===== config.mk =====
export PLATFORM = sky130hd
export DESIGN_NAME = sum_channel_scheduler
export DESIGN_NICKNAME = d
export VERILOG_FILES = /design/src/rtl/sum_channel_scheduler.sv
export SDC_FILE = /design/constraint.sdc
export NUM_CORES = 1
export LEC_CHECK = 0
export CAP_MARGIN = 20
export CORE_ASPECT_RATIO = 2
export CORE_MARGIN = 2
export CORE_UTILIZATION = 40
export CTS_CLUSTER_SIZE = 14
export DETAILED_ROUTE_END_ITERATION = 10
export DONT_BUFFER_PORTS = 1
export GPL_TIMING_DRIVEN = 0
export PLACE_DENSITY = 0.59
export SETUP_SLACK_MARGIN = 0.2
export SLEW_MARGIN = 15
export SYNTH_ARGS = -nofsm -noshare
export SYNTH_HDL_FRONTEND = slang
export SYNTH_SLANG_ARGS = --single-unit
export TNS_END_PERCENT = 1

===== constraint.sdc =====
create_clock -name CLK -period 3.51 [get_ports CLK]
set_clock_uncertainty 0.1 [all_clocks]
set_input_delay 0.702 -clock CLK [delete_from_list [all_inputs] [get_ports CLK]]
set_output_delay 0.702 -clock CLK [all_outputs]
set_load 0.005 [all_outputs]

===== src/rtl/sum_channel_scheduler.sv =====
// Purpose : round-robin time-share of one signed 3-operand summer (IN1+IN2+IN3) among N_CH requesters.
// Latency : grant edge k -> OUT/OUT_VALID/ACK high in cycle k+3; one result every 3 cycles under load.
// Backpressure: level REQ held until ACK; no output stall, the result strobe is never held off.
// Ports   : CLK, RST (async, active-high); REQ[N_CH]; IN1/IN2/IN3_BUS[16*N_CH] (ch i at [16i+15:16i]);
//           ACK[N_CH] pulse; OUT signed result (held); OUT_CH tag; OUT_VALID strobe; BUSY.
module sum_channel_scheduler #(
    parameter int N_CH     = 4,
    parameter int CW       = 2,
    parameter bit SATURATE = 1'b1
) (
    input  logic                   CLK,
    input  logic                   RST,
    input  logic [N_CH-1:0]        REQ,
    input  logic [16*N_CH-1:0]     IN1_BUS,
    input  logic [16*N_CH-1:0]     IN2_BUS,
    input  logic [16*N_CH-1:0]     IN3_BUS,
    output logic [N_CH-1:0]        ACK,
    output logic signed [15:0]     OUT,
    output logic [CW-1:0]          OUT_CH,
    output logic                   OUT_VALID,
    output logic                   BUSY
);

    typedef enum logic [1:0] {
        IDLE = 2'd0,
        SUM1 = 2'd1,
        SUM2 = 2'd2
    } state_t;

    state_t                r_state;
    state_t                w_next;

    logic [CW-1:0]         r_last;
    logic [CW-1:0]         r_gch;
    logic signed [15:0]    r_a;
    logic signed [15:0]    r_b;
    logic signed [15:0]    r_c;
    logic signed [17:0]    r_t;
    logic [N_CH-1:0]       r_ack;
    logic signed [15:0]    r_out;
    logic [CW-1:0]         r_out_ch;
    logic                  r_out_vld;
    logic                  r_busy;

    logic [N_CH-1:0]       w_elig;
    logic                  w_found;
    logic                  w_hi_found;
    logic [CW-1:0]         w_hi;
    logic [CW-1:0]         w_lo;
    logic [CW-1:0]         w_gnt;
    logic signed [17:0]    w_s;
    logic signed [15:0]    w_res;

    // Round-robin pick: lowest eligible channel above r_last wins; if none,
    // wrap to the lowest eligible channel overall. The channel being
    // acknowledged this cycle is masked so a still-high REQ is not re-granted.
    always_comb begin
        w_elig     = REQ & ~r_ack;
        w_found    = |w_elig;
        w_hi_found = 1'b0;
        w_hi       = '0;
        w_lo       = '0;
        for (int j = N_CH - 1; j >= 0; j--) begin
            if (w_elig[j]) begin
                w_lo = CW'(j);
                if (j > int'(r_last)) begin
                    w_hi_found = 1'b1;
                    w_hi       = CW'(j);
                end
            end
        end
        w_gnt = w_hi_found ? w_hi : w_lo;
    end

    // Second adder stage and output shaping. 18 bits hold the full
    // three-operand range, so the clamp decision is exact.
    always_comb begin
        w_s = r_t + {{2{r_c[15]}}, r_c};
        if (SATURATE) begin
            if (w_s > 18'sd32767) begin
                w_res = 16'sh7FFF;
            end else if (w_s < -18'sd32768) begin
                w_res = 16'sh8000;
            end else begin
                w_res = w_s[15:0];
            end
        end else begin
            w_res = w_s[15:0];
        end
    end

    always_comb begin
        w_next = IDLE;
        case (r_state)
            IDLE:    w_next = w_found ? SUM1 : IDLE;
            SUM1:    w_next = SUM2;
            SUM2:    w_next = IDLE;
            default: w_next = IDLE;
        endcase
    end

    always_ff @(posedge CLK or posedge RST) begin
        if (RST) begin
            r_state <= IDLE;
        end else begin
            r_state <= w_next;
        end
    end

    always_ff @(posedge CLK or posedge RST) begin
        if (RST) begin
            r_last    <= CW'(N_CH - 1);
            r_gch     <= '0;
            r_a       <= '0;
            r_b       <= '0;
            r_c       <= '0;
            r_t       <= '0;
            r_ack     <= '0;
            r_out     <= '0;
            r_out_ch  <= '0;
            r_out_vld <= 1'b0;
            r_busy    <= 1'b0;
        end else begin
            r_ack     <= '0;
            r_out_vld <= 1'b0;
            r_busy    <= (w_next != IDLE);
            case (r_state)
                IDLE: begin
                    if (w_found) begin
                        r_a   <= IN1_BUS[16*w_gnt +: 16];
                        r_b   <= IN2_BUS[16*w_gnt +: 16];
                        r_c   <= IN3_BUS[16*w_gnt +: 16];
                        r_gch <= w_gnt;
                    end
                end
                SUM1: begin
                    r_t <= {{2{r_a[15]}}, r_a} + {{2{r_b[15]}}, r_b};
                end
                SUM2: begin
                    r_out     <= w_res;
                    r_out_ch  <= r_gch;
                    r_out_vld <= 1'b1;
                    r_ack     <= N_CH'(1) << r_gch;
                    r_last    <= r_gch;
                end
                default: begin
                end
            endcase
        end
    end

    assign ACK       = r_ack;
    assign OUT       = r_out;
    assign OUT_CH    = r_out_ch;
    assign OUT_VALID = r_out_vld;
    assign BUSY      = r_busy;

endmodule


=== Yosys cells after proc, flatten, opt, wreduce, memory -nomap -nowiden ===
Cells that the tools add are included.

* Equality and inequality tests: 2
* Reduce and logical (&&, ||, !) cells: 4
* $add $sub $neg: 2
* Bitwise gates (word level): 2
* $lt $le $gt $ge: 5
* Muxes and demuxes: 23
* Shift operators: 4

{| class="wikitable"
|+ Operator list
! operator !! number
|-
| $shiftx A64 B7 Y16 || 3
|-
| $mux W16 || 2
|-
| $mux W2 || 11
|-
| $add A18 B18 Y18 || 1
|-
| $gt A18 B16 Y1 const B || 1
|-
| $lt A18 B16 Y1 const B || 1
|-
| $add A16 B16 Y17 || 1
|-
| $mux W1 || 8
|-
| $and A4 B4 Y4 || 1
|-
| $gt A2 B2 Y1 const A || 2
|-
| $mux W4 || 1
|-
| $not A4 Y4 || 1
|-
| $pmux W2 S2 || 1
|-
| $reduce_or A4 Y1 || 1
|-
| $shl A1 B2 Y4 const A || 1
|-
| $eq A2 B1 Y1 const B || 1
|-
| $eq A2 B2 Y1 const B || 1
|-
| $gt A1 B2 Y1 const A || 1
|-
| $logic_not A2 Y1 || 1
|-
| $reduce_and A2 Y1 || 1
|-
| $reduce_bool A2 Y1 || 1
|}

* Input port bits: 198
* Word-level logic and storage cells: 54
* Flip-flop bits (word level): 96
* Output and inout bits: 24

=== Logic depth before layout (Yosys ltp) ===
* Depth in word-level cells: 9
* Mapped depth: 10
* Mapped depth without buffers: 10

=== Worst setup path before layout ===
OpenSTA, ideal clock, no wires.

* Path kind: register -> register
* Start: register r_c[0]
* End: register r_out[10], in the netlist OUT[10]
* Stages on the path, launching flop included: 11
* Setup slack: 0.823 ns
* Buffers on the path: 0
* Library setup time: 0.144 ns
* Arrival time: 2.443 ns
* Required time: 3.266 ns
* Period minus slack after synthesis: 2.687 ns
* Cells stage by stage: dfrtp_1 > ha_1 > inv_1 > fa_1 > nand2b_1 > a21oi_1 > o21ai_0 > a211oi_1 > o21ai_0 > nand2_1 > a221oi_1

* Cells in the longest elaborated chain, start to end: 4
* Elaborated cells on any way between the ends: 5
* Classes of those cells: 1 x add/sub; 2 x order compare; 2 x mux

{| class="wikitable"
|+ Ends and longest elaborated chain
! element !! RTL line !! source
|-
| start, declared || 37 || <nowiki>logic signed [15:0] r_c;</nowiki>
|-
| start signal, assigned || 132 || <nowiki>r_c <= IN3_BUS[16*w_gnt +: 16];</nowiki>
|-
| $add A18 B18 Y18 (*) || 78 || <nowiki>w_s = r_t + {{2{r_c[15]}}, r_c};</nowiki>
|-
| $lt A18 B16 Y1 || 82 || <nowiki>end else if (w_s < -18'sd32768) begin</nowiki>
|-
| $mux W16 || 82 ||
|-
| $mux W16 (*) || 80 || <nowiki>if (w_s > 18'sd32767) begin</nowiki>
|-
| end signal, assigned || 140 || <nowiki>r_out <= w_res;</nowiki>
|-
| end, declared || 40 || <nowiki>logic signed [15:0] r_out;</nowiki>
|}

Every way passes the cells marked *; elsewhere a longest branch is shown, timed or not.
A chain may end at the register's enable or synchronous reset.

=== Worst setup path in the final report ===
* Start: register r_c[0]
* End: register r_out[13], in the netlist OUT[13]

The elaborated chain is that of the path after synthesis.

==> results.toml <==
[status]
outcome = "finished, final reports clean"

[final_layout]
final_cell_area_mm2 = 0.00723
drive_above_1_share = 0.0541
final_util = 0.445
area_growth_pct = 8.62
nets = 1005
final_cells = 981
diodes = 0

[synthesis]
synth_top_area_cell = "dfrtp_1"
yosysUniqueCellTypes = 55
ys_seq_area_frac = 0.357
synth_flop_cell = "dfrtp_1"
syn_area_mm2 = 0.00666
synth_most_common_cell = "dfrtp_1"
yosys_warnings = 0
yosysTopAreaCellShare = 0.349
synthTopCellsByCount = "dfrtp_1, o21ai_0, nor2_1"
synth_nets = 992
ys_seq_elements = 95
synth.avg_cell_area_um2 = 8.77
async_flop_share = 1.00
synth_edf_count = 0
ys_top_cells_by_area = "dfrtp_1, a221oi_1, mux2i_1, o21ai_0, ha_1"
synthCells = 759

[drt]
wire_per_inst_um = 22.6
wirelength_um = 22200
drcViolationCount = 0
drt-pass1-iter-count = 5
first_iter_violations = 205
final_antenna_net_count = 0
viasPerCell = 6.05
vias = 5937

[placed_design]
gp_congestion = 0.901
post-place-ws_ns = -0.0190
hpwl_um = 18200
io_buffers = 0
place_inst = 965
place_area_mm2 = 0.00695

[die]
die_y_um = 186
die_w_um = 95.2
num_io_pins = 222
dieArea_mm2 = 0.0178
fp-row-count = 66
start_util = 0.409
fp.coreArea_mm2 = 0.0163

[critical_path]
r2r_cells = 10
crit_slowest_cell = "clkbuf_1"
arrival_ns = 3.29
critPathMaxFanout = 10
worst-setup-path-type = "reg -> reg"
cpPeakStageDelay_ns = 0.42
cp-end-kind = "register"
r2r-end = "OUT[13]"
required_ns = 3.65
regToRegSetupSlack_ns = 0.36
critPathLaunchType = "register"
rr_startpoint = "r_c[0]"
cp_cell_sequence = "ha_1 > inv_1 > fa_1 > nand2b_1 > a21oi_2 > o211a_1 > a211o_1 > clkbuf_1 > a31oi_1 > a211oi_1"

[clocking]
cts_sinks = 95
cts_tree = "yes"
cts-root-buf = "clkbuf_16"
cts_buffers = 9
h-tree-depth = 3
clk_path_buf_depth = 2
cts_setup_buffers = 0
hold_buffers = 0
clkLatencyLatePin_ns = 0.36
path_clk_slew_ns = 0.07

[sta]
setup_slack_ns = 0.362
worst_pin_slew_ns = 0.745
finalCritPeriodShare = 0.897
fin_crit_ns = 3.15
finalSetupViolations = 0
maxSlewViolCount = 0
grt_setup_unrepaired = "yes"
final_hold_viol_count = 0
max_freq_mhz = 318
slew_headroom = 0.504

[power]
switchingPower_mw = 4.71
pwr-share-seq = 0.228
internal_power_mw = 4.48
power.density_mw_per_mm2 = 1270
combPwrFrac = 0.668
p_sw_frac = 0.512
vdd_drop_max_mv = 0.455
power_mw = 9.19
leakage_nw = 3.03
pwr-share-clk = 0.104

[global_route]
gr-total-overflow = 0
grt_most_used_layer = "met2"
grt_use_met1 = 0.241
grt_pass1_wl_um = 33400
track_usage = 0.251
grtUsageMet2 = 0.466
grt_max_degree = 53
grt_util_met3 = 0.0351
grt_pass1_vias = 6105
grt_antenna_before_repair = 0

[job]
max_cap_violations = 0

[hold_path]
hp-class = "in -> async"
-- kinds of logic after synthesis --
family	share of synthesized area
AO/OA/AOI/OAI	0.249
XOR/XNOR	0.0316
adder cells (fa/ha/maj)	0.0680
buffers and inverters	0.0404
flip-flops	0.357
multiplexers	0.0723
AND/OR/NAND/NOR	0.181
-- flip-flops by register name, indices dropped and copies added (netlist names), 4 cells and up --
register	flops
r_a	16
r_t	17
ACK	4
r_c	16
OUT	16
r_b	16
-- worst max path at each step --
| stage | startpoint | end | cells after the start | slack (ns) |
|---|---|---|---|---|
| CTS | r_c[0] | OUT[13] | 10 | 0.22 |
| detailed placement | REQ[1] | r_c[10] | 7 | -0.02 |
| finish | r_c[0] | OUT[13] | 10 | 0.36 |
| global placement | RST | r_b[2] | 1 | -0.80 |
| global route | r_c[0] | OUT[13] | 10 | 0.16 |
| floorplan | RST | ACK[0] | 1 | 0.23 |
-- power by group through the flow --
stage / Sequential (mW) / Combinational, mW / Clock [mW]
final: 2.10 / 6.14 / 0.952
after global routing: 2.17 / 6.83 / 1.01
after CTS: 2.12 / 6.14 / 0.965
after detailed placement: 2.14 / 6.08 / 0
after global placement: 2.12 / 6.01 / 0
after floorplan: 1.91 / 4.54 / 0
-- worst max-delay path, delay by kind of cell (launching register included) --
kind / cells / cell delay [ns]
AO/OA/AOI/OAI: 5 / 1.26
AND/OR/NAND/NOR: 1 / 0.20
flip-flops: 1 / 0.37
buffers and inverters: 2 / 0.49
adder cells (fa/ha/maj): 2 / 0.62
-- per-layer routing --
| layer | routed length, µm | part of all wire |
|---|---|---|
| met5 | 0 | 0 |
| met4 | 1600 | 0.072 |
| met3 | 826 | 0.037 |
| met2 | 12500 | 0.56 |
| met1 | 7270 | 0.33 |
-- metrics by stage --
stage | hold slack, ns | TNS, ns
after detailed placement | 0.370 | -0.0740
after CTS | 0.202 | 0
after floorplan | 0.345 | 0
final | 0.184 | 0
after global placement | 0.368 | -73.54
after global routing | 0.225 | 0
-- timing repair --
| item | CTS | global route |
|---|---|---|
| endpoints found under the setup margin | 9 | 28 |
| cloned | 0 | 0 |
| hold endpoints to repair | 0 | 0 |
| gates resized for setup | 1 | 3 |
-- placed cells by master (no fill, tap or decap), types with 12 or more instances in the layout --
cell / count
nand2b_1: 12
a21oi_1: 28
nor3_1: 12
or3_1: 50
a211oi_1: 14
nand2_1: 51
ha_1: 33
a221oi_1: 57
mux2i_1: 47
o21ai_0: 91
inv_1: 13
xor2_1: 15
a21o_1: 13
nor2_1: 78
dfrtp_1: 93
clkbuf_1: 43
-- final cells by class --
cell class              instances  area (µm²)
plain buffers                  52         218
clock buffers                  11         243
clock inverters                 5        31.3
fillers                      1573        9030
inverters                      14        55.1
multi-input cells             598        4020
flip-flops and latches         95        2380
well taps                     204         255
repair buffers                  2        32.5
Note: power is estimated with default switching activity, not from simulation.
